`config.mk`:
```
export PLATFORM = sky130hd
export DESIGN_NAME = i2c_write_master
export DESIGN_NICKNAME = d
export VERILOG_FILES = /design/src/rtl/i2c_write_master.sv
export SDC_FILE = /design/constraint.sdc
export NUM_CORES = 1
export LEC_CHECK = 0
export ABC_AREA = 1
export ABC_CLOCK_PERIOD_IN_PS = 1800
export BUFFER_PORTS_ARGS = -buffer_cell sky130_fd_sc_hd__buf_2
export CORE_ASPECT_RATIO = 1.2
export CORE_MARGIN = 4
export CORE_UTILIZATION = 52
export DETAILED_ROUTE_END_ITERATION = 7
export PLACE_DENSITY = 0.76
export SYNTH_ARGS = -nofsm -noshare
export SYNTH_HDL_FRONTEND = slang
export SYNTH_SLANG_ARGS = --single-unit
```
`constraint.sdc`:
```
create_clock -name clock -period 1.8 [get_ports clock]
set_input_delay 0.36 -clock clock [delete_from_list [all_inputs] [get_ports clock]]
set_output_delay 0.36 -clock clock [all_outputs]
set_load 0.01 [all_outputs]
```
`src/rtl/i2c_write_master.sv`:
```
// i2c_write_master: I2C write-only master for the HDMI TX configuration path.
// Sends START, {slave_addr,W}, then 0..MAX_BYTES data bytes, checks each ACK
// slot and finishes with STOP. SCL is derived from the system clock through
// a quarter-bit tick divider. SDA/SCL are driven as open-drain enables.
// Optional feature macro: I2C_CLOCK_STRETCH_EN (honour slave clock stretching
// in the SCL-release quarters by watching scl_in).
module i2c_write_master #(
  parameter int CLK_DIV   = 62,
  parameter int MAX_BYTES = 4
) (
  input  logic                   clock,
  input  logic                   MR_n,
  input  logic                   start,
  input  logic [6:0]             slave_addr,
  input  logic [7:0]             byte_count,
  input  logic [MAX_BYTES*8-1:0] tx_data,
  input  logic                   sda_in,
  input  logic                   scl_in,
  output logic                   sda_oe,
  output logic                   scl_oe,
  output logic                   busy,
  output logic                   done,
  output logic                   nack
);

  localparam int CW = (CLK_DIV > 2) ? $clog2(CLK_DIV) : 1;
  localparam logic [CW-1:0] DIV_LAST = CW'(CLK_DIV - 1);
  localparam logic [CW-1:0] CNT_ONE  = CW'(1);
  localparam logic [CW-1:0] CNT_ZERO = CW'(0);
  localparam logic [7:0]    MAX_B8   = 8'(MAX_BYTES);

  localparam logic [3:0] S_IDLE    = 4'd0;
  localparam logic [3:0] S_START_A = 4'd1;
  localparam logic [3:0] S_START_B = 4'd2;
  localparam logic [3:0] S_BIT     = 4'd3;
  localparam logic [3:0] S_ACK     = 4'd4;
  localparam logic [3:0] S_STOP_A  = 4'd5;
  localparam logic [3:0] S_STOP_B  = 4'd6;
  localparam logic [3:0] S_STOP_C  = 4'd7;
  localparam logic [3:0] S_DONE    = 4'd8;

  logic [3:0]             state_r, state_s;
  logic [1:0]             q_r, q_s;
  logic [2:0]             bit_r, bit_s;
  logic [7:0]             shift_r, shift_s;
  logic [MAX_BYTES*8-1:0] data_r, data_s;
  logic [7:0]             count_r, count_s;
  logic [7:0]             sent_r, sent_s;
  logic [CW-1:0]          cnt_r;
  logic                   busy_s, done_s, nack_s;
  logic                   tick_s, hold_s;

  // Line enables {sda_oe, scl_oe} for a given state/quarter/current bit.
  function automatic logic [1:0] line_oe(input logic [3:0] st, input logic [1:0] q,
                                         input logic b);
    logic [1:0] oe;
    case (st)
      S_START_A: oe = 2'b10;
      S_START_B: oe = 2'b11;
      S_BIT:     oe = {~b, (q == 2'd0) || (q == 2'd3)};
      S_ACK:     oe = {1'b0, (q == 2'd0) || (q == 2'd3)};
      S_STOP_A:  oe = 2'b11;
      S_STOP_B:  oe = 2'b10;
      S_STOP_C:  oe = 2'b00;
      default:   oe = 2'b00;
    endcase
    return oe;
  endfunction

  assign tick_s = busy && (cnt_r == DIV_LAST);

`ifdef I2C_CLOCK_STRETCH_EN
  // Freeze the divider at zero while a slave keeps SCL low after we released it.
  always_comb begin
    hold_s = 1'b0;
    if ((((state_r == S_BIT) || (state_r == S_ACK)) && (q_r == 2'd1)) ||
        (state_r == S_STOP_B)) begin
      hold_s = ~scl_in && (cnt_r == CNT_ZERO);
    end else begin
      hold_s = 1'b0;
    end
  end
`else
  logic unused_scl_s;
  assign unused_scl_s = scl_in;
  assign hold_s = 1'b0;
`endif

  // Quarter-bit divider: runs only during a transaction, wraps on each tick.
  always_ff @(posedge clock or negedge MR_n) begin
    if (!MR_n) begin
      cnt_r <= CNT_ZERO;
    end else if (!busy || hold_s || tick_s) begin
      cnt_r <= CNT_ZERO;
    end else begin
      cnt_r <= cnt_r + CNT_ONE;
    end
  end

  // Next-state logic for the transaction sequencer.
  always_comb begin
    state_s = state_r;
    q_s     = q_r;
    bit_s   = bit_r;
    shift_s = shift_r;
    data_s  = data_r;
    count_s = count_r;
    sent_s  = sent_r;
    busy_s  = busy;
    done_s  = 1'b0;
    nack_s  = nack;
    case (state_r)
      S_IDLE: begin
        if (start) begin
          state_s = S_START_A;
          q_s     = 2'd0;
          bit_s   = 3'd7;
          shift_s = {slave_addr, 1'b0};
          data_s  = tx_data;
          count_s = (byte_count > MAX_B8) ? MAX_B8 : byte_count;
          sent_s  = 8'd0;
          busy_s  = 1'b1;
          nack_s  = 1'b0;
        end else begin
          state_s = S_IDLE;
        end
      end
      S_START_A: begin
        if (tick_s) state_s = S_START_B;
        else        state_s = S_START_A;
      end
      S_START_B: begin
        if (tick_s) begin
          state_s = S_BIT;
          q_s     = 2'd0;
        end else begin
          state_s = S_START_B;
        end
      end
      S_BIT: begin
        if (tick_s && (q_r == 2'd3)) begin
          q_s = 2'd0;
          if (bit_r == 3'd0) begin
            state_s = S_ACK;
          end else begin
            bit_s   = bit_r - 3'd1;
            shift_s = {shift_r[6:0], 1'b0};
          end
        end else if (tick_s) begin
          q_s = q_r + 2'd1;
        end else begin
          q_s = q_r;
        end
      end
      S_ACK: begin
        if (tick_s && (q_r == 2'd2)) begin
          // SCL is high here; a released (high) SDA means the slave NACKed.
          nack_s = nack | sda_in;
          q_s    = 2'd3;
        end else if (tick_s && (q_r == 2'd3)) begin
          q_s = 2'd0;
          if (nack) begin
            state_s = S_STOP_A;
          end else if (sent_r < count_r) begin
            state_s = S_BIT;
            bit_s   = 3'd7;
            shift_s = data_r[7:0];
            data_s  = data_r >> 4'd8;
            sent_s  = sent_r + 8'd1;
          end else begin
            state_s = S_STOP_A;
          end
        end else if (tick_s) begin
          q_s = q_r + 2'd1;
        end else begin
          q_s = q_r;
        end
      end
      S_STOP_A: begin
        if (tick_s) state_s = S_STOP_B;
        else        state_s = S_STOP_A;
      end
      S_STOP_B: begin
        if (tick_s) state_s = S_STOP_C;
        else        state_s = S_STOP_B;
      end
      S_STOP_C: begin
        if (tick_s) begin
          state_s = S_DONE;
          busy_s  = 1'b0;
          done_s  = 1'b1;
        end else begin
          state_s = S_STOP_C;
        end
      end
      S_DONE: begin
        state_s = S_IDLE;
        done_s  = 1'b0;
      end
      default: begin
        state_s = S_IDLE;
        busy_s  = 1'b0;
      end
    endcase
  end

  // State registers and registered pad/handshake outputs.
  always_ff @(posedge clock or negedge MR_n) begin
    if (!MR_n) begin
      state_r <= S_IDLE;
      q_r     <= 2'd0;
      bit_r   <= 3'd0;
      shift_r <= 8'd0;
      data_r  <= {(MAX_BYTES*8){1'b0}};
      count_r <= 8'd0;
      sent_r  <= 8'd0;
      sda_oe  <= 1'b0;
      scl_oe  <= 1'b0;
      busy    <= 1'b0;
      done    <= 1'b0;
      nack    <= 1'b0;
    end else begin
      state_r          <= state_s;
      q_r              <= q_s;
      bit_r            <= bit_s;
      shift_r          <= shift_s;
      data_r           <= data_s;
      count_r          <= count_s;
      sent_r           <= sent_s;
      {sda_oe, scl_oe} <= line_oe(state_s, q_s, shift_s[7]);
      busy             <= busy_s;
      done             <= done_s;
      nack             <= nack_s;
    end
  end

endmodule

```
Word level (Yosys, flattened, before mapping)
Index checks and enable logic that the tools add are counted.
{"block": "op_classes", "n_addsub": 4, "multipliers": 0, "n_div": 0, "magnitude_cmp": 2, "eq_ne": 27, "n_shift": 0, "n_mux": 58, "bitwise": 3, "n_reduce_logical": 19}
{"cell": "2-to-1 mux 32 bit", "count": 5}
{"cell": "2-to-1 mux 8 bit", "count": 13}
{"cell": "one-hot mux 32 bit (2 select lines)", "count": 1}
{"cell": "one-hot mux 4 bit (8 select lines)", "count": 1}
{"cell": "== test 4 x 3 -> 1 bit (second input constant)", "count": 7}
{"cell": "2-to-1 mux 3 bit", "count": 9}
{"cell": "one-hot mux 8 bit (3 select lines)", "count": 1}
{"cell": "2-to-1 mux 4 bit", "count": 5}
{"cell": "!= test 2 bit (second input constant)", "count": 9}
{"cell": "== test 4 x 2 -> 1 bit (second input constant)", "count": 4}
{"cell": "one-hot mux 2 bit (4 select lines)", "count": 2}
{"cell": "one-hot mux 8 bit (2 select lines)", "count": 1}
{"cell": "2-to-1 mux 2 bit", "count": 7}
{"cell": "2-to-1 mux 1 bit", "count": 9}
{"cell": "one-hot mux 3 bit (3 select lines)", "count": 1}
{"cell": "adder 8 x 1 -> 8 bit (second input constant)", "count": 1}
{"cell": "== test 4 x 1 -> 1 bit (second input constant)", "count": 2}
{"cell": "greater-than comparator 8 x 3 -> 1 bit (second input constant)", "count": 1}
{"cell": "< comparator 8 bit", "count": 1}
{"cell": "AND reduction 8 bit", "count": 1}
{"cell": "OR reduction 7 bit", "count": 1}
{"cell": "adder 6 x 1 -> 6 bit (second input constant)", "count": 1}
{"cell": "== test 2 bit (second input constant)", "count": 3}
{"cell": "== test 6 bit (second input constant)", "count": 1}
{"cell": "20 further kinds", "count": 26}
{"block": "word_totals", "register_bits": 76, "latch_bits": 0, "mem_bits_rw": 0, "mem_bits_ro": 0, "input_bits": 52, "output_inout_bits": 5, "elab_cells": 127, "mem_count": 0}

Depth between registers and ports, before layout
Gate-level depths: netlist of the first run.
{"block": "logic_depth", "word_depth": 9, "depth_mapped": 14}

Worst setup path after synthesis of the first run
OpenSTA, ideal clock, no wires.
{"block": "synth_path", "kind": "reg-to-reg", "startpoint": "register sent_r[7]", "endpoint": "register shift_r[1]", "setup_time_ps": 130, "arrival_time_ps": 1667, "t_required_ps": 1670, "setup_slack_ps": 3, "path_stages_with_launch": 11, "n_path_buf": 0, "path_cell_list": "dfrtp_1 ha_1 a21oi_1 o21a_1 nand2_1 nand2_1 nand2_1 nor2_4 inv_1 nand2_1 nand4_1"}
{"block": "synth_between", "elab_chain_len": 3}
{"item": "start: declaration", "line": "48", "source": "logic [7:0] sent_r, sent_s;"}
{"item": "start signal: assignment", "line": "229", "source": "sent_r <= sent_s;"}
{"item": "< comparator 8 bit", "line": "164", "source": "end else if (sent_r < count_r) begin"}
{"item": "!= test 2 bit (no source line)"}
{"item": "AND reduction 8 bit (no source line)"}
{"item": "end signal: assignment", "line": "226", "source": "shift_r <= shift_s;"}
{"item": "end: declaration", "line": "45", "source": "logic [7:0] shift_r, shift_s;"}
No other way between the ends.
A chain may end at the register's enable or synchronous reset.

Worst setup path after layout of the first run
{"block": "layout_path", "startpoint": "register cnt_r[1]", "endpoint": "register sda_oe"}
{"block": "layout_between", "elab_chain_len": 9}
{"item": "start: declaration", "line": "49", "source": "logic [CW-1:0] cnt_r;"}
{"item": "start signal: assignment", "line": "96", "source": "cnt_r <= cnt_r + CNT_ONE;"}
{"item": "== test 6 bit *", "line": "70", "source": "assign tick_s = busy && (cnt_r == DIV_LAST);"}
{"item": "logical AND 1 bit *", "line": "70"}
{"item": "logical AND 1 bit", "line": "141, 160"}
{"item": "2-to-1 mux 4 bit", "line": "160", "source": "end else if (tick_s && (q_r == 2'd3)) begin"}
{"item": "2-to-1 mux 4 bit", "line": "156", "source": "if (tick_s && (q_r == 2'd2)) begin"}
{"item": "one-hot mux 4 bit (8 select lines)", "line": "112", "source": "case (state_r)"}
{"item": "== test 4 x 3 -> 1 bit, or another cell as far along", "line": "57", "source": "case (st)"}
{"item": "OR reduction 2 bit (no source line)"}
{"item": "one-hot mux 2 bit (4 select lines) *", "line": "57"}
{"item": "end signal: assignment", "line": "230", "source": "{sda_oe, scl_oe} <= line_oe(state_s, q_s, shift_s[7]);"}
{"item": "end: declaration", "line": "19", "source": "output logic sda_oe,"}
Mark *: on every way between the ends. The rest lies on a longest branch, timed or not. The select of a mux whose other input is x is not followed.

==> metrics.yaml, run 1 <==
synth:
  synth-seq-cells: 76
  synth_cell_types: 44
  synth_nets: 560
  synth_ff_type: "dfrtp_1"
  yosysSeqAreaShare_pct: 46.43
  synth-edff-count: 0
  synth_async_sr_flop_share_pct: 100.0
  synth_area_per_cell_sq_um: 8.309
  synth_cells: 493
  synth_warnings: 0
  synth_area_sq_mm: 0.004096
placed_design:
  dp.cells: 665
  place_ws_ns: -0.1455
  portBuffers: 55
  hpwl_mm: 6.522
  place_congestion: 0.9371
final_layout:
  layout-drive-gt1-share_pct: 38.73
  antennaDiodeCount: 0
  syn_to_final_growth_pct: 36.59
  final_net_count: 674
  final_cells: 704
sta:
  hold_violations: 0
  worst_pin_slew_ns: 0.4428
  rsz0062_at_grt: "true"
  skew_ns: 0.01950
  max_freq_mhz: 500.7
  layout_setup_ws_ns: -0.1973
  finalCritPeriodShare_pct: 111.0
  period_needed_ns: 1.997
  setup_viol: 53
  slew_violations: 0
  relSlewSlack_pct: 70.48
power:
  cellPowerDensity_mw_per_mm2: 569.6
  ir_drop_v: 0.0006603
  p_total_mw: 3.187
  p_leak_nw: 2.814
die:
  io_pins: 57
  rows: 35
  die-area_sq_mm: 0.009368
  core-area_sq_mm: 0.007664
  die_h_um: 105.2
  start_util_pct: 53.45
  die_width_um: 89.03
setup_path:
  r2r_start: "cnt_r[1]"
  r2r_end: "sda_oe"
  critPathMaxFanout: 4
  r2r_slack_ns: -0.20
  cp-start-kind: "flop"
  rr_worst_depth: 13
  crit_type: "flop to flop"
  cp-end-kind: "flop"
  worstPathArrival_ns: 2.24
  cp_data_required_time_ns: 2.05
worst_hold_path:
  hold_end: "data_r[28]"
  min_path_cells: 2
  hp-start: "tx_data[28]"
  hp-class: "input port to flop"
clocking:
  path_clk_slew_ns: 0.10
  numCtsBuffers: 9
  root_buffer: "clkbuf_8"
  clockBufferDepth: 2
  htree_levels: 3
  cts.sinks: 76
  clk_latency_ns: 0.37
  tritoncts: "built"
routing:
  via_count: 3776
  wl_mm: 10.61
  wl_per_cell_um: 15.07
  postRouteAntennaNets: 0
  drt_first_pass_iters: 4
  drtIter0Drc: 161
  drc_errors: 0
  via_per_inst: 5.364
outcome:
  violations: "negative setup slack"
  outcome: "complete, but fails checks"
global_route:
  grt_max_degree: 38
  gr-usage-all-layers_pct: 20.50
  grt_pass1_wl_mm: 15.29
  antenna_found_initial: 0
  grt_pass1_vias: 3557
  overflow: 0
run:
  cap_violations: 0
per-stage QoR:
stage	setup TNS, ns	instance area [sq um]	utilization, %	hold WS [ns]
2_1_floorplan	0	4096	-	0.06441
3_3_place_gp	-1.359	4713	61.50	0.3259
3_5_place_dp	-3.191	4713	61.50	0.3347
4_1_cts	-1.275	5057	65.99	0.2124
5_1_grt	-9.786	5595	73.01	0.2027
6_report	-4.822	5595	73.01	0.2021
power by group:
part | switching [mW] | internal, mW | total (mW)
registers | 0 | 1.71 | 1.71
clock network | 0.719 | 0.662 | 1.38
logic | 0.0545 | 0.0463 | 0.101
synth_stat cells (3+ instances only):
library cell  number  share of area, %
clkbuf_1           3              0.27
buf_6              4               1.1
nand2_2            4              0.61
nand3_2            4              0.98
a21oi_1           24               2.9
buf_2              6              0.73
nor2_4             4               1.1
nor2_2             5              0.76
nor2_1            52               4.8
a22o_1             7               1.5
o21ai_1           16               2.0
dfrtp_1           76                46
inv_1             74               6.8
nand2_1          109                10
nand3_1           29               3.5
a211oi_2           6               1.8
o21ai_0           10               1.2
xnor2_1            3              0.64
nor3_1             3              0.37
ha_1              15               4.6
a211oi_1           5              0.92
nand4_1            7               1.1
layout by cell type, fill, tap and decap left out, types with 3 or more instances in the layout:
cell type  instances
nand3_4            7
nand2_4            6
a21oi_1           16
ha_4               6
nor3_1             3
xnor2_1            3
nand2_1           88
o21ai_2            6
inv_1             65
nand2_2           19
a21oi_2            8
o21ai_0            7
nand3_2            5
buf_6             11
nand3_1           24
o31ai_4            3
nor2_4             8
ha_1               9
a211oi_2           9
nand4_1            7
nor2_1            41
a22o_1             7
clkbuf_8           9
clkbuf_16          3
o21ai_1           13
inv_2              9
nor2_2            12
dfrtp_1           75
buf_4             43
buf_2             54
how the worst max path moves through the flow:
stage	from	to	slack, ns	cells after the start
floorplan	sent_r[7]	shift_r[1]	0.003	10
global placement	cnt_r[1]	scl_oe	-0.10	14
detailed placement	cnt_r[1]	scl_oe	-0.15	14
CTS	count_r[7]	data_r[2]	-0.07	11
global route	cnt_r[1]	data_r[15]	-0.27	11
finish	cnt_r[1]	sda_oe	-0.20	13
cell type report:
type                       count  area [sq um]
multi-input combinational    328          2222
clock inverter                 7         82.58
tap                           92         115.1
fill                         536          2068
inverter                      77         291.5
clock buffer                   9         123.9
timing repair buffer         115         857.1
sequential                    76          1903
cell families after synthesis:
group,synth area share (%)
flops,46.43
simple gates,25.14
fa+ha+maj,4.582
buf+inv,9.346
xor+xnor,1.069
compound gates,13.44
sequential cells by signal (all words and copies together) (netlist names):
name	count
q_r	2
nack	1
scl_oe	1
cnt_r	6
busy	1
sda_oe	1
shift_r	8
done	1
sent_r	8
bit_r	3
state_r	4
count_r	8
data_r	32
worst max-delay path: stages, from the launching register on:
cell,delay (ns)
dfrtp_1,0.39
inv_2,0.07
ha_4,0.15
nand3_4,0.09
nor2_4,0.17
nand3_4,0.11
buf_4,0.17
o21ai_4,0.15
nand2_1,0.10
nor2_2,0.11
nand3_1,0.10
nand2_1,0.09
inv_1,0.04
o21bai_1,0.14
per-layer routing:
layer | GRT usage, % | share of wire (%)
met2 | 33.01 | 52
met1 | 27.24 | 40
met5 | 0 | 0
met3 | 4.535 | 4.6
met4 | 6.702 | 3.4
timing repair:
| action | in CTS | in global routing |
|---|---|---|
| endpoints found under the setup margin | 50 | 53 |
| buffers inserted | 1 | 14 |
| pin swaps | 3 | 23 |
| gates resized for setup | 26 | 86 |
| hold buffers | 1 | 0 |
| endpoints found under the hold margin | 30 | 0 |
| cloned | 2 | 5 |
(Power assumes the default switching activity.)
==> run 2: changes to the inputs <==
Settings changed: ABC_AREA 1 to default, CORE_UTILIZATION 52 to 51, PLACE_DENSITY 0.76 to 0.75.
==> metrics.yaml, run 2 <==
sta:
  relSlewSlack_pct: 72.84
  hold_violations: 0
  layout_setup_ws_ns: -0.6861
  setup_viol: 57
  skew_ns: 0.01175
  rsz0062_at_grt: "true"
  period_needed_ns: 2.486
  slew_violations: 0
  finalCritPeriodShare_pct: 138.1
  max_freq_mhz: 402.2
  worst_pin_slew_ns: 0.4075
global_route:
  grt_pass1_vias: 3790
  overflow: 0
  gr-usage-all-layers_pct: 24.74
  grt_pass1_wl_mm: 17.53
  grt_max_degree: 30
  antenna_found_initial: 1
clocking:
  htree_levels: 3
  root_buffer: "clkbuf_8"
  tritoncts: "built"
  path_clk_slew_ns: 0.09
  numCtsBuffers: 9
  clockBufferDepth: 2
  clk_latency_ns: 0.36
  cts.sinks: 76
synth:
  yosysSeqAreaShare_pct: 49.10
  synth_warnings: 0
  synth_nets: 458
  synth.most_common_cell: "dfrtp_1"
  synth_top_area_share_pct: 49.10
  synth_ff_type: "dfrtp_1"
  yosysTopAreaCell: "dfrtp_1"
  ys_top_cells_by_area: "dfrtp_1 49%, a21oi_1 5.4%, ha_1 4.8%, o22ai_1 4.4%, a22o_1 4.1%"
  synth_async_sr_flop_share_pct: 100.0
  netlist_top_cells_count: "76 x dfrtp_1, 42 x a21oi_1, 41 x inv_1, 27 x o22ai_1, 21 x nor2_1"
  synth-seq-cells: 76
  synth_area_per_cell_sq_um: 9.907
  synth_area_sq_mm: 0.003874
  synth_cells: 391
  synth_cell_types: 57
  synth-edff-count: 0
final_layout:
  fin_util_pct: 79.84
  syn_to_final_growth_pct: 50.81
  largest_reg_flops: 32
  final_cells: 634
  final_net_count: 605
  design_area_sq_mm: 0.005842
  nFillCells: 413
  final_cell_mix: "87 x buf_4, 74 x dfrtp_1, 54 x buf_2"
  regMostFlops: "data_r"
  mostFrequentLayoutCell: "buf_4"
  layout-drive-gt1-share_pct: 49.36
placed_design:
  portBuffers: 55
  hpwl_mm: 6.894
  place_congestion: 0.8814
  dp.cells: 595
  dpl_cell_area_sq_mm: 0.004876
die:
  die_h_um: 103.5
  rows: 34
  core-area_sq_mm: 0.007317
  die_width_um: 87.56
  io_pins: 57
  die-area_sq_mm: 0.009060
  start_util_pct: 52.94
outcome:
  violations: "negative setup slack"
  outcome: "complete, but fails checks"
setup_path:
  cp-end-kind: "flop"
  cp-start-kind: "flop"
  crit_type: "flop to flop"
  cp_data_required_time_ns: 2.05
  critPathMaxFanout: 12
  worstPathArrival_ns: 2.73
routing:
  postRouteAntennaNets: 0
  drc_errors: 0
  drt_first_pass_iters: 5
  wl_per_cell_um: 19.68
  via_per_inst: 5.965
  drtIter0Drc: 294
  via_count: 3782
  wl_mm: 12.47
power:
  p_total_mw: 7.033
  cellPowerDensity_mw_per_mm2: 1204
  ir_drop_v: 0.0009233
  p_leak_nw: 2.800
worst_hold_path:
  hp-class: "input port to flop"
run:
  cap_violations: 0
==> run 2: repair_timing <==
action / in CTS / in global routing
hold buffers: 1 / 0
buffers inserted: 7 / 8
setup endpoints to repair: 60 / 62
resized for setup: 45 / 63
gates cloned: 2 / 4
hold endpoints to repair: 27 / 0
pin swaps: 11 / 17
==> run 2: per-layer routing <==
metal,global-route usage (%),up-vias,wire length [um]
met1,29.75,1877,4761
met5,0,-,0
li1,-,1731,-
met4,11.81,0,435
met2,41.42,135,6563
met3,6.339,39,714
==> run 2: where the power goes <==
group	internal, mW	leakage [nW]	switching (mW)
combinational	1.58	1.79	1.48
clock	0.532	0.0932	0.733
sequential	2.26	0.919	0.456
==> run 2: cells by family after synthesis <==
family          Yosys count  synth area share (%)
compound gates          127                 22.00
simple gates             98                 14.05
mux                       5                 1.583
xor+xnor                  4                0.9046
flops                    76                 49.10
buf+inv                  66                 7.526
fa+ha+maj                15                 4.845
==> run 2: through the flow <==
stage / hold slack (ns) / TNS [ns] / setup WS, ns
final: 0.2149 / -31.72 / -0.6861
after global routing: 0.1906 / -34.79 / -0.7126
after CTS: 0.1988 / -26.07 / -0.5898
after detailed placement: 0.3152 / -29.84 / -0.6393
after global placement: 0.3119 / -27.81 / -0.6263
after floorplan: 0.06441 / -24.11 / -0.5368
==> run 2: area by class of cell <==
| class | count | area [sq um] | area share, % |
|---|---|---|---|
| Multi-Input combinational cell | 250 | 2228 | 38.15 |
| Clock buffer | 9 | 123.9 | 2.120 |
| Clock inverter | 7 | 62.56 | 1.071 |
| Tap cell | 90 | 112.6 | 1.928 |
| Antenna cell | 1 | 2.502 | 0.04284 |
| Timing Repair Buffer | 160 | 1254 | 21.46 |
| Sequential cell | 76 | 1904 | 32.60 |
| Inverter | 41 | 153.9 | 2.634 |
==> run 2: worst paths after layout <==
check	start	to	slack [ns]	depth (start not counted)
max in group asynchronous	MR_n	sent_r[1]	0.83	3
min	tx_data[28]	data_r[28]	0.21	2
max	sent_r[7]	data_r[20]	-0.69	8
min reg2reg	count_r[3]	count_r[3]	0.51	2
min in group asynchronous	MR_n	cnt_r[4]	0.46	2
max reg2reg	sent_r[7]	data_r[20]	-0.69	8
==> run 2: worst max-delay path: stages, from the launching register on <==
cell and delay, ns:
dfrtp_1 0.41, ha_1 0.32, and3_4 0.16, a221o_1 0.39, or2_1 0.28, or3_4 0.41
clkbuf_16 0.21, o22ai_2 0.12, a21oi_1 0.08
